File: config.mk
export PLATFORM = sky130hd
export DESIGN_NAME = skolem_witness_gen_flat
export DESIGN_NICKNAME = d
export VERILOG_FILES = /design/src/rtl/skolem_witness_gen_pkg.sv /design/src/rtl/skolem_witness_gen_if.sv /design/src/rtl/skolem_witness_gen_fixpoint_step.sv /design/src/rtl/skolem_witness_gen.sv /design/src/flat_wrapper.sv
export SDC_FILE = /design/constraint.sdc
export NUM_CORES = 1
export LEC_CHECK = 0
export ABC_AREA = 1
export BUFFER_PORTS_ARGS = -buffer_cell sky130_fd_sc_hd__buf_4
export CAP_MARGIN = 10
export CORE_MARGIN = 3
export CORE_UTILIZATION = 50
export DETAILED_ROUTE_END_ITERATION = 10
export GPL_TIMING_DRIVEN = 0
export PLACE_DENSITY_LB_ADDON = 0.12
export SLEW_MARGIN = 20
export SYNTH_ARGS = -nofsm -noshare
export SYNTH_HDL_FRONTEND = slang
export SYNTH_SLANG_ARGS = --single-unit
File: constraint.sdc
create_clock -name clk -period 2.6 [get_ports clk]
set_input_delay 0.39 -clock clk [delete_from_list [all_inputs] [get_ports clk]]
set_output_delay 0.39 -clock clk [all_outputs]
set_load 0.02 [all_outputs]
File: src/rtl/skolem_witness_gen_pkg.sv
// Shared types and bit positions for the Skolem witness generator.
// No logic with latency; pure declarations plus the relation function.
// No flow control here; the FSM and interface own the handshakes.
package skolem_pkg;

   localparam int X_W = 4;
   localparam int I_W = 9;

   // x_in = {x_6,x_5,x_4,x_0}
   localparam int XB_X0 = 0;
   localparam int XB_X4 = 1;
   localparam int XB_X5 = 2;
   localparam int XB_X6 = 3;

   // i_out = {i_12,i_11,i_10,i_9,i_8,i_7,i_3,i_2,i_1}
   localparam int IB_I1  = 0;
   localparam int IB_I2  = 1;
   localparam int IB_I3  = 2;
   localparam int IB_I7  = 3;
   localparam int IB_I8  = 4;
   localparam int IB_I9  = 5;
   localparam int IB_I10 = 6;
   localparam int IB_I11 = 7;
   localparam int IB_I12 = 8;

   typedef enum logic [1:0] {
      IDLE  = 2'd0,
      ITER  = 2'd1,
      CHECK = 2'd2,
      DONE  = 2'd3
   } state_t;

   // Feedback triple, MSB first as {i_10,i_11,i_12}
   typedef struct packed {
      logic i10;
      logic i11;
      logic i12;
   } fb_t;

   // Full adder+feedback relation; i_2 is deliberately unconstrained.
   function automatic logic relation_holds(input logic [X_W-1:0] x, input logic [I_W-1:0] i);
      logic x0, x4, x5, x6, c1, ok;
      x0 = x[XB_X0];
      x4 = x[XB_X4];
      x5 = x[XB_X5];
      x6 = x[XB_X6];
      c1 = x0 & x5;
      ok = 1'b1;
      ok &= (i[IB_I7] == (x0 ^ x5));
      ok &= (i[IB_I8] == (c1 ^ x4 ^ x6));
      ok &= (i[IB_I3] == ((x4 & x6) | (c1 & (x4 ^ x6))));
      ok &= (i[IB_I1] == ~i[IB_I9]);
      ok &= (i[IB_I10] == (x0 | i[IB_I12]));
      ok &= (i[IB_I11] == (x4 & i[IB_I10]));
      ok &= (i[IB_I12] == (x5 | i[IB_I11]));
      return ok;
   endfunction

endpackage

File: src/rtl/skolem_witness_gen_if.sv
// Request/result bundle between stimulus source and witness generator.
// No latency; wiring only.
// Request side is valid/ready, result side is valid/ready with hold-until-accepted.
interface skolem_witness_gen_if #(
   parameter int CNT_W = 16
);
   import skolem_pkg::*;

   logic             in_valid;
   logic             in_ready;
   logic [X_W-1:0]   x_in;
   logic             out_valid;
   logic             out_ready;
   logic [I_W-1:0]   i_out;
   logic             out_ok;
   logic             out_err;
   logic [CNT_W-1:0] n_solved;
   logic [CNT_W-1:0] n_failed;

   // Generator side
   modport slave (
      input  in_valid, x_in, out_ready,
      output in_ready, out_valid, i_out, out_ok, out_err, n_solved, n_failed
   );

   // Stimulus / consumer side
   modport master (
      output in_valid, x_in, out_ready,
      input  in_ready, out_valid, i_out, out_ok, out_err, n_solved, n_failed
   );

endinterface

File: src/rtl/skolem_witness_gen_fixpoint_step.sv
// One Jacobi step of the feedback triple plus the feed-forward adder bits.
// Purely combinational, zero latency.
// No flow control; the caller decides when to register the result.
module skolem_fixpoint_step
   import skolem_pkg::*;
(
   input  logic [X_W-1:0] x,
   input  fb_t            fb,
   output fb_t            nxt,
   output logic           i_7,
   output logic           i_8,
   output logic           i_3
);

   logic x0, x4, x5, x6, c1;

   assign x0 = x[XB_X0];
   assign x4 = x[XB_X4];
   assign x5 = x[XB_X5];
   assign x6 = x[XB_X6];

   // All three next values come from the current triple (Jacobi, not Gauss-Seidel)
   always_comb begin
      nxt.i10 = x0 | fb.i12;
      nxt.i11 = x4 & fb.i10;
      nxt.i12 = x5 | fb.i11;
   end

   // Two-bit adder slice: x0+x5 feeds the carry into x4+x6
   always_comb begin
      c1  = x0 & x5;
      i_7 = x0 ^ x5;
      i_8 = c1 ^ x4 ^ x6;
      i_3 = (x4 & x6) | (c1 & (x4 ^ x6));
   end

endmodule

File: src/rtl/skolem_witness_gen.sv
// Produces an i-vector satisfying the adder+feedback relation for a latched x.
// Latency: N iteration cycles (1..MAX_ITER) plus one check cycle, then result held.
// Single outstanding request: in_ready only in IDLE; result held until out_ready.
module skolem_witness_gen
   import skolem_pkg::*;
#(
   parameter int MAX_ITER = 4,
   parameter bit I9_VAL   = 1'b0,
   parameter bit I2_VAL   = 1'b0,
   parameter int CNT_W    = 16
)(
   input  logic                clk,
   input  logic                rst,
   skolem_witness_gen_if.slave bus
);

   state_t           state_q, state_d;
   logic [X_W-1:0]   x_q;
   fb_t              fb_q, fb_nxt;
   logic [3:0]       iter_q;
   logic             err_q;
   logic [I_W-1:0]   i_out_q, cand;
   logic             ok_q;
   logic [CNT_W-1:0] n_solved_q, n_failed_q;
   logic             ff_i7, ff_i8, ff_i3;

   logic accept, step, abort, capture, retire;

   skolem_fixpoint_step u_step (
      .x   (x_q),
      .fb  (fb_q),
      .nxt (fb_nxt),
      .i_7 (ff_i7),
      .i_8 (ff_i8),
      .i_3 (ff_i3)
   );

   // State register
   always_ff @(posedge clk or posedge rst) begin
      if (rst) state_q <= IDLE;
      else     state_q <= state_d;
   end

   // Next-state and control strobes
   always_comb begin
      state_d = state_q;
      accept  = 1'b0;
      step    = 1'b0;
      abort   = 1'b0;
      capture = 1'b0;
      retire  = 1'b0;
      unique case (state_q)
         IDLE: begin
            if (bus.in_valid) begin
               accept  = 1'b1;
               state_d = ITER;
            end
         end
         ITER: begin
            if (fb_nxt == fb_q) begin
               state_d = CHECK;
            end else if (iter_q == 4'(MAX_ITER - 1)) begin
               abort   = 1'b1;
               state_d = CHECK;
            end else begin
               step = 1'b1;
            end
         end
         CHECK: begin
            capture = 1'b1;
            state_d = DONE;
         end
         DONE: begin
            if (bus.out_ready) begin
               retire  = 1'b1;
               state_d = IDLE;
            end
         end
         default: state_d = IDLE;
      endcase
   end

   // Candidate witness: converged (or aborted) triple, adder bits, constants
   always_comb begin
      cand         = '0;
      cand[IB_I1]  = ~I9_VAL;
      cand[IB_I2]  = I2_VAL;
      cand[IB_I3]  = ff_i3;
      cand[IB_I7]  = ff_i7;
      cand[IB_I8]  = ff_i8;
      cand[IB_I9]  = I9_VAL;
      cand[IB_I10] = fb_q.i10;
      cand[IB_I11] = fb_q.i11;
      cand[IB_I12] = fb_q.i12;
   end

   // Datapath: latch x, iterate the triple, register the checked result
   always_ff @(posedge clk or posedge rst) begin
      if (rst) begin
         x_q     <= '0;
         fb_q    <= '0;
         iter_q  <= '0;
         err_q   <= 1'b0;
         i_out_q <= '0;
         ok_q    <= 1'b0;
      end else begin
         if (accept) begin
            x_q    <= bus.x_in;
            fb_q   <= '0;
            iter_q <= '0;
            err_q  <= 1'b0;
         end
         if (step) begin
            fb_q   <= fb_nxt;
            iter_q <= iter_q + 4'd1;
         end
         if (abort) err_q <= 1'b1;
         if (capture) begin
            i_out_q <= cand;
            // A non-converged triple never reports success, even if it happens to satisfy
            ok_q    <= relation_holds(x_q, cand) & ~err_q;
         end
      end
   end

   // Saturating outcome counters, bumped when the consumer takes a result
   always_ff @(posedge clk or posedge rst) begin
      if (rst) begin
         n_solved_q <= '0;
         n_failed_q <= '0;
      end else if (retire) begin
         if (ok_q) begin
            if (n_solved_q != '1) n_solved_q <= n_solved_q + 1'b1;
         end else begin
            if (n_failed_q != '1) n_failed_q <= n_failed_q + 1'b1;
         end
      end
   end

   assign bus.in_ready  = (state_q == IDLE) & ~rst;
   assign bus.out_valid = (state_q == DONE);
   assign bus.i_out     = i_out_q;
   assign bus.out_ok    = ok_q;
   assign bus.out_err   = err_q;
   assign bus.n_solved  = n_solved_q;
   assign bus.n_failed  = n_failed_q;

endmodule
File: src/flat_wrapper.sv
// flat-port wrapper written by rule: the top's interface ports become plain ports
module skolem_witness_gen_flat import skolem_pkg::*;
#(
   parameter int MAX_ITER = 4,
   parameter bit I9_VAL   = 1'b0,
   parameter bit I2_VAL   = 1'b0,
   parameter int CNT_W    = 16
)
  (clk, rst, bus_in_valid, bus_x_in, bus_out_ready, bus_in_ready, bus_out_valid, bus_i_out, bus_out_ok, bus_out_err, bus_n_solved, bus_n_failed);
  skolem_witness_gen_if #(.CNT_W(CNT_W)) bus_i ();
  input  logic clk;
  input  logic rst;
  input wire logic [$bits(bus_i.in_valid)-1:0] bus_in_valid;
  input wire logic [$bits(bus_i.x_in)-1:0] bus_x_in;
  input wire logic [$bits(bus_i.out_ready)-1:0] bus_out_ready;
  output wire logic [$bits(bus_i.in_ready)-1:0] bus_in_ready;
  output wire logic [$bits(bus_i.out_valid)-1:0] bus_out_valid;
  output wire logic [$bits(bus_i.i_out)-1:0] bus_i_out;
  output wire logic [$bits(bus_i.out_ok)-1:0] bus_out_ok;
  output wire logic [$bits(bus_i.out_err)-1:0] bus_out_err;
  output wire logic [$bits(bus_i.n_solved)-1:0] bus_n_solved;
  output wire logic [$bits(bus_i.n_failed)-1:0] bus_n_failed;
  assign bus_i.in_valid = bus_in_valid;
  assign bus_i.x_in = bus_x_in;
  assign bus_i.out_ready = bus_out_ready;
  assign bus_in_ready = bus_i.in_ready;
  assign bus_out_valid = bus_i.out_valid;
  assign bus_i_out = bus_i.i_out;
  assign bus_out_ok = bus_i.out_ok;
  assign bus_out_err = bus_i.out_err;
  assign bus_n_solved = bus_i.n_solved;
  assign bus_n_failed = bus_i.n_failed;
  skolem_witness_gen #(.MAX_ITER(MAX_ITER), .I9_VAL(I9_VAL), .I2_VAL(I2_VAL), .CNT_W(CNT_W)) u_core (.clk(clk), .rst(rst), .bus(bus_i));
endmodule
# Word level (Yosys, flattened, before mapping)
# Index checks and enable logic that the tools add are counted.
# word_totals
out_inout_bits	45
register_bits	54
wordCells	73
input_bits	8
# op_classes
add_sub_neg	3
n_mux	22
n_reduce_logical	6
n_eq_ne	13
bitwise	18
# op_table
op	n
16-bit by 1-bit adder with 16-bit output (second input constant)	2
16-bit != test (second input constant)	2
1-bit 2-to-1 mux	13
3-bit AND reduction	3
1-bit AND	8
2-bit 2-to-1 mux	4
4-bit 2-to-1 mux	2
2-bit one-hot mux with 4 select lines	1
3-bit 2-to-1 mux	2
4-bit by 1-bit adder with 4-bit output (second input constant)	1
2-bit equality test (second input constant)	2
4-bit by 2-bit equality test with 1-bit output (second input constant)	1
2-bit != test (second input constant)	2
2-bit nonzero test	2
1-bit XOR	4
1-bit equality test	3
3-bit equality test	1
3-bit by 1-bit != test with 1-bit output (second input constant)	1
1-bit inverter	3
1-bit OR	3
2-bit by 1-bit equality test with 1-bit output (second input constant)	1
2-bit logical NOT	1

# Longest topological paths before layout
# depth
depth_word	5
ltp_mapped	11
mapped_depth_nobuf	10

# By module
# A second synthesis with hierarchy kept.
# unflattened
cells_unflattened	435
area_unflattened_um2	3205.6
# modules_own_cells
module	instances	cells_per_inst	area_per_inst_um2	seq_area_each_um2
skolem_witness_gen	1	425	3143.0	1351.3
skolem_fixpoint_step	1	10	62.6	0.0

# Worst setup path before layout
# Ideal clock, no wire load.
# synth_path
path_kind	flip-flop to flip-flop
startpoint	register u_core.n_solved_q[0], in the netlist u_core.bus.n_solved[0]
endpoint	register u_core.n_solved_q[9], in the netlist u_core.bus.n_solved[9]
setup_time_ns	0.117
period_less_slack_ns	1.689
n_path_buf	1
required_time_ns	2.483
t_arrival_ns	1.573
setup_slack_ns	0.911
path_stages_with_launch	12
path_cell_list	dfrtp_1 ha_1 inv_1 nor2_4 nand2_2 nor2_2 nand2_2 nand2_4 inv_4 buf_6 nand2_1 nand2_1
# synth_via
elab_chain_len	2
word_cells_on_any_way	3
cone_classes	add/sub: 1; eq/ne: 1; reduce/logical: 1
# synth_lines
element	line	rtl
start: declaration	skolem_witness_gen.sv:24	logic [CNT_W-1:0] n_solved_q, n_failed_q;
start signal: assignment	skolem_witness_gen.sv:133	if (n_solved_q != '1) n_solved_q <= n_solved_q + 1'b1;
parallel branches: the longest is 2 deep, another holds 16-bit by 1-bit adder with 16-bit output	-	
# Parallel ways; which one is timed is not known.
# A chain may end at the register's enable or synchronous reset.

# Worst setup path in the final report
# layout_path
startpoint	register u_core.n_failed_q[0], in the netlist u_core.bus.n_failed[0]
endpoint	register u_core.n_failed_q[13], in the netlist u_core.bus.n_failed[13]
# layout_via
elab_chain_len	2
word_cells_on_any_way	3
cone_classes	add/sub: 1; eq/ne: 1; reduce/logical: 1
# layout_lines
element	line	rtl
start: declaration	skolem_witness_gen.sv:24	
start signal: assignment	skolem_witness_gen.sv:135	if (n_failed_q != '1) n_failed_q <= n_failed_q + 1'b1;
parallel branches: the longest is 2 deep, another holds 16-bit by 1-bit adder with 16-bit output	-	
# Parallel ways; which one is timed is not known.

==> qor.yml <==
outcome: "completed"
critical_path_class: "reg -> reg"
crit_path_frequent_cell: "nand2_1"
via_count: 2631
gr-usage-met2_pct: 32.7
pwr-share-seq_pct: 40.9
drv_cap: 0
use_met1_pct: 24.9
p_per_area_mw_per_mm2: 842
vias_per_cell: 4.91
arrival_ns: 2.00
stdcell_area_mm2: 0.00368
p_sw_w: 0.00127
path_buf_inv: 2
cts.sinks: 54
setup_viol: 0
cellLeakagePower_nw: 1.89
ctsRootBufferMaster: "clkbuf_8"
syn_inst: 402
syn_area_per_cell_um2: 7.70
synthArstFlopShare_pct: 100
grt_usage_pct: 19.0
hpwl_um: 4680
crit_chain: "ha_1 -> nand3_2 -> nor2_4 -> nand4_2 -> nand2_2 -> inv_2 -> buf_6 -> nand2_1 -> nand2_1"
drtIter0Drc: 124
synthDistinctLibCells: 29
finalCriticalPeriod_ns: 1.79
grt_pass1_vias: 2544
placed_cell_area_mm2: 0.00357
antenna_found_initial: 0
grt-ovfl-total: 0
peakVddDrop_v: 0.000538
syn_area_mm2: 0.00310
cts_made_buffers: 5
coreArea_mm2: 0.00596
sw_frac_of_total_pct: 41.0
hold_viol_final: 0
layout-drive-gt1-share_pct: 18.4
drc: 0
grt.busiest_layer: "met2"
cp-start-kind: "flip-flop"
cts_buffer_depth: 2
yosysMostFrequentCell: "nand2_1"
max_stage_delay_ns: 0.49
cp_max_fo: 10
first_pass_iters: 4
post_cts_resized: 0
relSlewSlack_pct: 55.5
hold_path.class: "in -> async"
tightest_slew_ns: 0.668
io_pins: 53
yosysTopAreaCell: "dfrtp_1"
die_h_um: 84.7
synthTopCellsByCount: "nand2_1 (156), dfrtp_1 (54), inv_1 (39), nand3_1 (32), nor2_1 (31)"
cts_tree: "done"
rsz0062_at_grt: "false"
hold_buffers: 0
cts.htree.levels: 2
die_area_mm2: 0.00717
detail-route-antenna-nets: 0
end_kind: "flip-flop"
rows: 28
setup_tns_ns: 0
ys_ff_latch: 54
final_nets: 478
finalCritPeriodShare_pct: 68.7
grt_max_degree: 55
cts_setup_buffers: 0
clockPowerShare_pct: 18.3
wl_per_cell_um: 12.0
yosysSeqAreaShare_pct: 43.6
critPathSlowestCell: "dfrtp_1"
synth_edf_count: 0
synthFlopType: "dfrtp_1"
grt_pass1_wl_um: 11400
n_fill_cell: 575
power_frac_comb_pct: 40.8
clock_latency_ns: 0.31
gp_congestion: 0.847
synth_top_area_share_pct: 43.6
synth_area_leaders: "dfrtp_1 (44%), nand2_1 (19%), nand3_1 (5.2%)"
met3_usage_pct: 3.63
crit_required_ns: 2.81
crit_family: "simple AND/OR/NAND/NOR gates"
syn_to_final_growth_pct: 18.9
yosysWarningCount: 0
chipWidth_um: 84.7
slew_viol_final: 0
wl_um: 6410
io_buffers: 50
start_util_pct: 52.0
clock_skew_ns: 0.0122
max_freq_mhz: 560
n_antenna_cell: 0
p_int_w: 0.00183
clkTransAtPathRegs_ns: 0.10
==> cell type report <==
type | instances | area, um2 | share of cell area, %
Buffer | 6 | 58.8 | 1.60
Clock buffer | 6 | 72.6 | 1.97
Clock inverter | 2 | 37.5 | 1.02
Inverter | 41 | 159 | 4.32
Multi-Input combinational cell | 302 | 1530 | 41.7
Sequential cell | 54 | 1350 | 36.7
Tap cell | 75 | 93.8 | 2.55
Timing Repair Buffer | 50 | 375 | 10.2
==> power groups by stage <==
| stage | clock network [W] | registers, W | logic [W] |
|---|---|---|---|
| 2_1_floorplan | 0 | 0.00139 | 0.000742 |
| 3_3_place_gp | 0 | 0.00128 | 0.00124 |
| 3_5_place_dp | 0 | 0.00128 | 0.00127 |
| 4_1_cts | 0.000580 | 0.00127 | 0.00128 |
| 5_1_grt | 0.000603 | 0.00131 | 0.00143 |
| 6_report | 0.000568 | 0.00127 | 0.00126 |
==> per-stage QoR <==
step / std cells / hold WS, ns / util [%] / total power, W / setup slack [ns]
finish: 536 / 0.193 / 61.8 / 0.00310 / 0.813
global route: 536 / 0.241 / 61.8 / 0.00334 / 0.640
CTS: 536 / 0.216 / 61.8 / 0.00312 / 0.801
detailed placement: 528 / 0.464 / 60.0 / 0.00255 / 0.831
global placement: 528 / 0.455 / 59.9 / 0.00252 / 0.145
floorplan: 403 / 0.469 / - / 0.00213 / 0.895
==> worst paths after layout <==
| path | depth (start not counted) | start | end | slack (ns) |
|---|---|---|---|---|
| max | 9 | u_core.bus.n_failed[0] | u_core.bus.n_failed[13] | 0.81 |
| max reg2reg | 9 | u_core.bus.n_failed[0] | u_core.bus.n_failed[13] | 0.81 |
| min reg2reg | 2 | u_core.bus.i_out[4] | u_core.bus.i_out[4] | 0.48 |
| max in group asynchronous | 2 | rst | u_core.bus.n_solved[10] | 1.97 |
| min in group clk | 3 | bus_x_in[3] | u_core.x_q[3] | 0.27 |
| min | 2 | rst | u_core.bus.n_failed[10] | 0.19 |
==> placed cells by master (no fill, tap or decap) <==
cell type,netlist,layout
nand2_1,156,156
dfrtp_1,54,54
buf_4,3,53
inv_1,39,38
nand3_1,32,32
nor2_1,31,31
xnor2_1,15,15
o21ai_0,12,12
xor2_1,9,9
ha_1,9,9
clkbuf_8,1,6
nand2_2,5,5
nand4_1,5,5
o21ai_2,4,4
nand3b_1,4,4
and2_1,4,4
nand3_2,2,2
nor2_4,2,2
buf_6,2,2
nor2_2,2,2
inv_4,1,2
or2_2,2,2
o22ai_1,2,2
conb_1,1,2
nand4_2,1,1
inv_2,1,1
nor3_1,1,1
nand2_4,1,1
fa_1,1,1
bufinv_16,0,1
clkinvlp_4,0,1
clkbuf_1,0,1
==> registers in the layout (all words and copies together) (netlist names) <==
signal,flops
u_core.bus.n_failed,16
u_core.bus.n_solved,16
u_core.bus.i_out,7
u_core.iter_q,4
u_core.x_q,4
u_core.cand,3
u_core.state_q,2
u_core.bus.out_err,1
u_core.bus.out_ok,1
==> worst reg2reg max path: cells and delay by family, from the launching register on <==
family	cells	cell delay, ns
adders and majority gates	1	0.24
and+or+nand+nor	6	0.70
DFF	1	0.49
buffers and inverters	2	0.25
==> routing by layer <==
layer,wire [um],share of wire [%],up-vias
met4,51,0.80,0
li1,-,-,1364
met5,0,0,-
met3,232,3.6,6
met2,3160,49,46
met1,2970,46,1215
==> kinds of logic after synthesis <==
| family | Yosys count | share of synthesized area, % |
|---|---|---|
| flops | 54 | 43.6 |
| other cells | 1 | 0.121 |
| fa+ha+maj | 10 | 4.28 |
| simple gates | 248 | 34.7 |
| compound gates | 18 | 3.47 |
| xor+xnor | 24 | 6.79 |
| buf+inv | 47 | 6.95 |
(Power assumes the default switching activity.)
